`src/rtl/pipeline_latch_bank.sv`:
```
// pipeline_latch_bank
//
// Bank of NSTAGES pipeline latches (IF/ID, ID/EX, EX/MEM, MEM/WB, ...).
// Each latch holds one packed WIDTH-bit payload and a valid bit. The bank
// resolves stall/flush requests into per-latch hold, flush and bubble
// actions. It also counts bubble and flush cycles for performance analysis.
//
// Ports
//   CLK            clock, rising edge
//   nRST           asynchronous active-low reset
//   d_in           next payload for latch i at [i*WIDTH +: WIDTH]
//   v_in           next valid bit for latch i
//   stall_req      bit i: latch i keeps its contents this cycle
//   flush_req      bit i: latch i loads a bubble this cycle
//   cnt_clr        synchronous clear of both event counters
//   q_data         registered payload of latch i at [i*WIDTH +: WIDTH]
//   q_valid        registered valid bit of latch i
//   hold_vec       combinational effective hold per latch
//   upstream_hold  combinational hold for PC/fetch (hold_vec[0])
//   bubble_cnt     saturating count of cycles that inserted a stall bubble
//   flush_cnt      saturating count of cycles with any flush request
module pipeline_latch_bank #(
    parameter int              WIDTH   = 32,
    parameter int              NSTAGES = 4,
    parameter logic [WIDTH-1:0] NOP_VAL = '0,
    parameter int              COUNT_W = 16
) (
    input  logic                       CLK,
    input  logic                       nRST,
    input  logic [NSTAGES*WIDTH-1:0]   d_in,
    input  logic [NSTAGES-1:0]         v_in,
    input  logic [NSTAGES-1:0]         stall_req,
    input  logic [NSTAGES-1:0]         flush_req,
    input  logic                       cnt_clr,
    output logic [NSTAGES*WIDTH-1:0]   q_data,
    output logic [NSTAGES-1:0]         q_valid,
    output logic [NSTAGES-1:0]         hold_vec,
    output logic                       upstream_hold,
    output logic [COUNT_W-1:0]         bubble_cnt,
    output logic [COUNT_W-1:0]         flush_cnt
);

    logic [NSTAGES*WIDTH-1:0] data_p0;
    logic [NSTAGES-1:0]       vld_p0;
    logic [NSTAGES-1:0]       bubble_vec;
    logic                     bubble_evt;
    logic                     flush_evt;
    logic [COUNT_W-1:0]       bubble_cnt_p0;
    logic [COUNT_W-1:0]       flush_cnt_p0;

    // Increment that sticks at all-ones instead of wrapping.
    function automatic logic [COUNT_W-1:0] sat_inc(input logic [COUNT_W-1:0] c);
        if (&c)
            return c;
        else
            return c + 1'b1;
    endfunction

    // A stalled latch freezes everything upstream of it, so the hold for
    // latch i is the OR of all stall requests at or downstream of i.
    always_comb begin
        logic acc;
        acc = 1'b0;
        hold_vec = '0;
        for (int i = NSTAGES - 1; i >= 0; i--) begin
            acc = acc | stall_req[i];
            hold_vec[i] = acc;
        end
    end

    assign upstream_hold = hold_vec[0];

    // A bubble appears in a free latch whose upstream neighbour is held.
    // Latch 0 has no upstream latch; fetch is frozen through upstream_hold.
    // A flushed latch already loads NOP, so it does not count as a bubble.
    always_comb begin
        bubble_vec = '0;
        for (int i = 1; i < NSTAGES; i++) begin
            bubble_vec[i] = ~flush_req[i] & ~hold_vec[i] & hold_vec[i-1];
        end
    end

    assign bubble_evt = |bubble_vec;
    assign flush_evt  = |flush_req;

    // ---- latch stage: flush > hold > bubble > load ----
    always_ff @(posedge CLK or negedge nRST) begin
        if (!nRST) begin
            for (int i = 0; i < NSTAGES; i++) begin
                data_p0[i*WIDTH +: WIDTH] <= NOP_VAL;
            end
            vld_p0 <= '0;
        end else begin
            for (int i = 0; i < NSTAGES; i++) begin
                if (flush_req[i] || bubble_vec[i]) begin
                    data_p0[i*WIDTH +: WIDTH] <= NOP_VAL;
                    vld_p0[i]                 <= 1'b0;
                end else if (!hold_vec[i]) begin
                    data_p0[i*WIDTH +: WIDTH] <= d_in[i*WIDTH +: WIDTH];
                    vld_p0[i]                 <= v_in[i];
                end
            end
        end
    end

    // ---- event counter stage: clear beats increment ----
    always_ff @(posedge CLK or negedge nRST) begin
        if (!nRST) begin
            bubble_cnt_p0 <= '0;
            flush_cnt_p0  <= '0;
        end else if (cnt_clr) begin
            bubble_cnt_p0 <= '0;
            flush_cnt_p0  <= '0;
        end else begin
            if (bubble_evt)
                bubble_cnt_p0 <= sat_inc(bubble_cnt_p0);
            if (flush_evt)
                flush_cnt_p0 <= sat_inc(flush_cnt_p0);
        end
    end

    assign q_data     = data_p0;
    assign q_valid    = vld_p0;
    assign bubble_cnt = bubble_cnt_p0;
    assign flush_cnt  = flush_cnt_p0;

endmodule

```
`config.mk`:
```
export PLATFORM = sky130hd
export DESIGN_NAME = pipeline_latch_bank
export DESIGN_NICKNAME = d
export VERILOG_FILES = /design/src/rtl/pipeline_latch_bank.sv
export SDC_FILE = /design/constraint.sdc
export NUM_CORES = 1
export LEC_CHECK = 0
export BUFFER_PORTS_ARGS = -buffer_cell sky130_fd_sc_hd__buf_2
export CAP_MARGIN = 20
export CELL_PAD_IN_SITES_DETAIL_PLACEMENT = 0
export CELL_PAD_IN_SITES_GLOBAL_PLACEMENT = 1
export CORE_ASPECT_RATIO = 1.1
export CORE_UTILIZATION = 35
export CTS_CLUSTER_DIAMETER = 40
export CTS_CLUSTER_SIZE = 24
export DETAILED_ROUTE_END_ITERATION = 16
export GPL_TIMING_DRIVEN = 0
export PLACE_DENSITY = 0.89
export SYNTH_ARGS = -nofsm -noshare
export SYNTH_HDL_FRONTEND = slang
export SYNTH_SLANG_ARGS = --single-unit
```
`constraint.sdc`:
```
create_clock -name CLK -period 2 [get_ports CLK]
set_input_delay 0.2 -clock CLK [delete_from_list [all_inputs] [get_ports CLK]]
set_output_delay 0.2 -clock CLK [all_outputs]
set_load 0.01 [all_outputs]
```
; ---- Word level (Yosys, flattened, before mapping)
; Index checks and enable logic that the tools add are counted.
[totals]
reg_bits = 164
elab_cells = 66
[op_classes]
add_sub_neg = 2
n_eq_ne = 6
mux = 22
n_bitwise = 15
n_reduce_logical = 11
[ops]
columns = op, count
row1 = 32-bit 2-to-1 mux, 8
row2 = 16-bit 2-to-1 mux, 6
row3 = 16-bit by 1-bit adder with 16-bit output (second input constant), 2
row4 = 16-bit AND reduction, 2
row5 = 1-bit 2-to-1 mux, 8
row6 = 1-bit AND, 6
row7 = 2-bit by 1-bit inequality test with 1-bit output (second input constant), 3
row8 = 2-bit inequality test (second input constant), 3
row9 = 1-bit inverter, 6
row10 = 2-bit AND reduction, 2
row11 = 2-bit nonzero test, 2
row12 = 4-bit OR reduction, 1
row13 = 1-bit logical OR, 3
row14 = 1-bit OR, 3
row15 = 3-bit OR reduction, 1

; ---- Depth between registers and ports, before layout
[depth]
word_depth = 8
mapped_depth = 7
mapped_depth_nobuf = 6

; ---- Least setup slack after synthesis
; OpenSTA, ideal clock, no wires.
[synth_path]
path_kind = reg2reg
start = reg bubble_cnt_p0[0] (netlist: bubble_cnt[0])
end = reg bubble_cnt_p0[9] (netlist: bubble_cnt[9])
setup_ps = 125
arrival_ps = 1820
t_required_ps = 1875
slack_ps = 55
stages_incl_launch_ff = 7
cell_sequence = dfrtp_1 -> ha_1 -> nand4_1 -> nor4_4 -> nor4_4 -> nand3_2 -> mux2_4
[synth_via]
elab_chain_len = 4
elab_cells_between_ends = 7
classes_between = add/sub (1) / eq/ne (1) / mux (3) / reduce/logical (2)
[synth_lines]
columns = item, line
row1 = from (decl), 48  ; logic [COUNT_W-1:0] bubble_cnt_p0;
row2 = from (signal assigned), 116  ; bubble_cnt_p0 <= sat_inc(bubble_cnt_p0);
row3 = 16-bit by 1-bit adder with 16-bit output, 56  ; return c + 1'b1;
row4 = 16-bit 2-to-1 mux, 53  ; if (&c)
row5 = 16-bit 2-to-1 mux, 115  ; if (bubble_evt)
row6 = 16-bit 2-to-1 mux, 111  ; end else if (cnt_clr) begin
; Several ways; a longest one is shown, not always the timed one. The select of a mux whose other input is x is not followed.
; A chain may end at the register's enable or synchronous reset.

; ---- Worst setup path after layout
[layout_path]
start = reg bubble_cnt_p0[3] (netlist: bubble_cnt[3])
end = reg bubble_cnt_p0[9] (netlist: bubble_cnt[9])
; The elaborated chain is that of the path after synthesis.

==> summary.md <==
| Metric | Value |
|---|---|
| Outcome | `finished, final reports clean` |
| Clock skew | `0.00886 ns` |
| PD cells | `728 nW/µm²` |
| DR WL/cell | `16.4 µm` |
| Fraction of layout cells with a size suffix above 1 | `0.370` |
| Post-synth EDFFs | `0` |
| Die ar. | `19,400 µm²` |
| CP Capture Type | `flip-flop` |
| Clock Path Buffers | `2` |
| Finished Cell Area | `10,200 µm²` |
| Max Fclk | `0.519 GHz` |
| N_diodes | `0` |
| Antenna violations before repair | `1` |
| Final Non-Filler Cells | `1,255` |
| Fill count | `1,621` |
| Worst setup path class | `flip-flop to flip-flop` |
| Synth cell types | `50` |
| Final net count | `1,144` |
| First-pass GRT wire length | `32,800 µm` |
| I/O pins | `312` |
| GRT Overall Usage | `0.216` |
| Clk slew on worst S/H paths | `0.07 ns` |
| Flop and latch count out of synthesis | `164` |
| Slew HR | `0.361` |
| Post-DR vias/cell | `4.91` |
| Multi-input logic area | `2340 µm²` |
| Layout area overhead | `53.9%` |
| Total grt overflow | `0` |
| Peak supply drop | `548 µV` |
| GP Congestion | `0.814` |
| Placed cell area | `8500 µm²` |
| Port bufs | `309` |
| Syn Area/Cell | `11.7 µm²` |
| Most used DFF post-synth | `dfrtp_1` |
| Area occupied by registers | `4110 µm²` |
| Fin. max-slew vios | `0` |
| Commonest non-fill, non-tap cell in the layout | `buf_2` |
| Slowest CP cell | `nor4_4` |
| Cells after DPL | `1,116` |
| Crit share post-route | `0.963` |
| Core area | `18,500 µm²` |
| CP Data Arrival Time | `2.24 ns` |
| Rows | `52` |
| Initial Util | `0.358` |
| Worst EP required | `2.31 ns` |
| Yosys Warn Count | `0` |
| Worst skew pair latency | `0.42 ns` |
| Setup violators final | `0` |
| Largest fanout on the critical path | `6` |
| Inserted Clock Buffers | `17` |
| Max Cap Viol | `0` |
| Total Wirelength | `20,600 µm` |
| H-tree levels | `4` |
| WHS | `0.0164 ns` |
| Slew @ Worst Pin | `0.950 ns` |
| Post-synthesis cell count | `563` |
| Residual DRC | `0` |
| Vias in the first global route | `6,384` |
| Die X-Extent | `133 µm` |
| Seq/Total Area, Yosys | `0.621` |
| Synth Net Count | `708` |
| Root Buffer | `clkbuf_16` |
| Vias | `6,156` |
| Commonest non-fill, non-tap cells in the layout | `buf_2, dfrtp_1, dlygate4sd3_1` |
| RSZ-0062 raised after global routing | `false` |
| CTS tree | `yes` |
| Die outline height | `146 µm` |
| Minimum clock period | `1.93 ns` |
| CP Cell Sequence | `and3_4, nand4_4, nor4_4, nand3_2, mux2_4` |
| Initial DRC count | `207` |
| Largest net degree at the start of global routing | `93` |
| HP Class | `input pin to flip-flop` |
| CTS sink cnt | `164` |
| Drt pass-1 iters | `4` |
| Critical Path Max Stage Delay | `0.51 ns` |
| Detailed Place HPWL | `14,200 µm` |
| Ys async rst share | `1.00` |
| Final ANT Viol Nets | `0` |
| Synthesized area | `6610 µm²` |
| CP startpoint kind | `flip-flop` |
| P_leak | `5.30 nW` |
| Hold Violations, Final | `0` |
==> cells in the mapped netlist (2+ instances only) <==
cell,number,area (µm²)
and3_1,4,25.0
and2_1,2,12.5
buf_1,4,15.0
nor2b_1,6,37.5
xor2_1,11,96.3
nand3_1,11,55.1
nor3_1,9,45.0
and4_1,3,26.3
nor4_4,2,42.5
nor2_1,31,116
o2111ai_1,2,17.5
ha_1,2,25.0
clkbuf_1,25,93.8
dfrtp_1,164,4100
a21oi_1,38,190
a22o_1,99,867
nand2_1,77,289
nor4_1,5,31.3
nand4_1,10,62.6
xnor2_1,11,96.3
buf_2,7,35.0
inv_1,6,22.5
a21o_1,2,15.0
a31oi_1,2,12.5
o21ai_0,3,15.0
nand3_2,2,20.0
buf_4,2,15.0
==> cell type report <==
type,instances,area share
Buffer,37,0.0152
Inverter,7,0.00258
Timing Repair Buffer,418,0.261
Multi-Input combinational cell,354,0.230
Sequential cell,164,0.404
Clock inverter,15,0.0156
Clock buffer,17,0.0418
Tap cell,243,0.0299
==> layer usage <==
| metal | share of wire | global-route usage | wire (µm) | vias to the layer above |
|---|---|---|---|---|
| met5 | 0.00063 | 0 | 13 | - |
| met1 | 0.41 | 0.251 | 8510 | 2960 |
| li1 | - | - | - | 2902 |
| met4 | 0.026 | 0.0822 | 532 | 2 |
| met3 | 0.060 | 0.0538 | 1230 | 41 |
| met2 | 0.50 | 0.380 | 10300 | 251 |
==> flip-flops by register name, summed over array words and instances, names as in the netlist <==
register    flops
q_valid         4
q_data        128
bubble_cnt     16
flush_cnt      16
==> path summary, 6_finish.rpt <==
check                                                from                        end  cells after the start  slack [ns]
max in group asynchronous                            nRST     q_data[36]$_DFFE_PN0P_                      3        0.84
min in group asynchronous                            nRST   flush_cnt[8]$_DFFE_PN0P_                      2        0.33
worst max-delay path            bubble_cnt[3]$_DFFE_PN0P_  bubble_cnt[9]$_DFFE_PN0P_                      5        0.07
worst min register to register     q_data[97]$_DFFE_PN0P_     q_data[97]$_DFFE_PN0P_                      1        0.50
worst min-delay path                             d_in[76]     q_data[76]$_DFFE_PN0P_                      2        0.02
worst max register to register  bubble_cnt[3]$_DFFE_PN0P_  bubble_cnt[9]$_DFFE_PN0P_                      5        0.07
==> cells by family after synthesis <==
| group | after synthesis | share of synthesized area |
|---|---|---|
| simple gates | 174 | 0.134 |
| compound gates | 154 | 0.180 |
| buf+inv | 45 | 0.0280 |
| flops | 164 | 0.621 |
| mux | 2 | 0.00379 |
| fa+ha+maj | 2 | 0.00379 |
| xor+xnor | 22 | 0.0291 |
==> worst max-delay path, delay by kind of cell, from the launching register on <==
family / cells / cell delay (ns)
AND/OR/NAND/NOR: 4 / 1.03
multiplexers: 1 / 0.30
flip-flops: 1 / 0.49
==> stage by stage <==
| step | setup slack [ns] | total power, mW | setup TNS, ns | utilization |
|---|---|---|---|---|
| after floorplan | 0.0545 | 3.73 | 0 | - |
| after global placement | -1.80 | 4.09 | -293.22 | 0.458 |
| after detailed placement | -0.194 | 4.11 | -2.66 | 0.460 |
| after CTS | 0.00184 | 7.48 | 0 | 0.549 |
| after global routing | 0.00531 | 7.73 | 0 | 0.551 |
| final | 0.0742 | 7.41 | 0 | 0.551 |
==> power by group <==
group	switching, mW	internal [mW]
clock	1.52	1.67
combinational	0.387	0.379
sequential	0.0536	3.39
total	1.97	5.45
==> timing repair <==
action	CTS	global route
pin swaps	1	1
endpoints found under the hold margin	176	1
gates resized for setup	0	5
setup buffers	2	0
hold buffers	105	1
endpoints found under the setup margin	12	12
(Power assumes the default switching activity.)
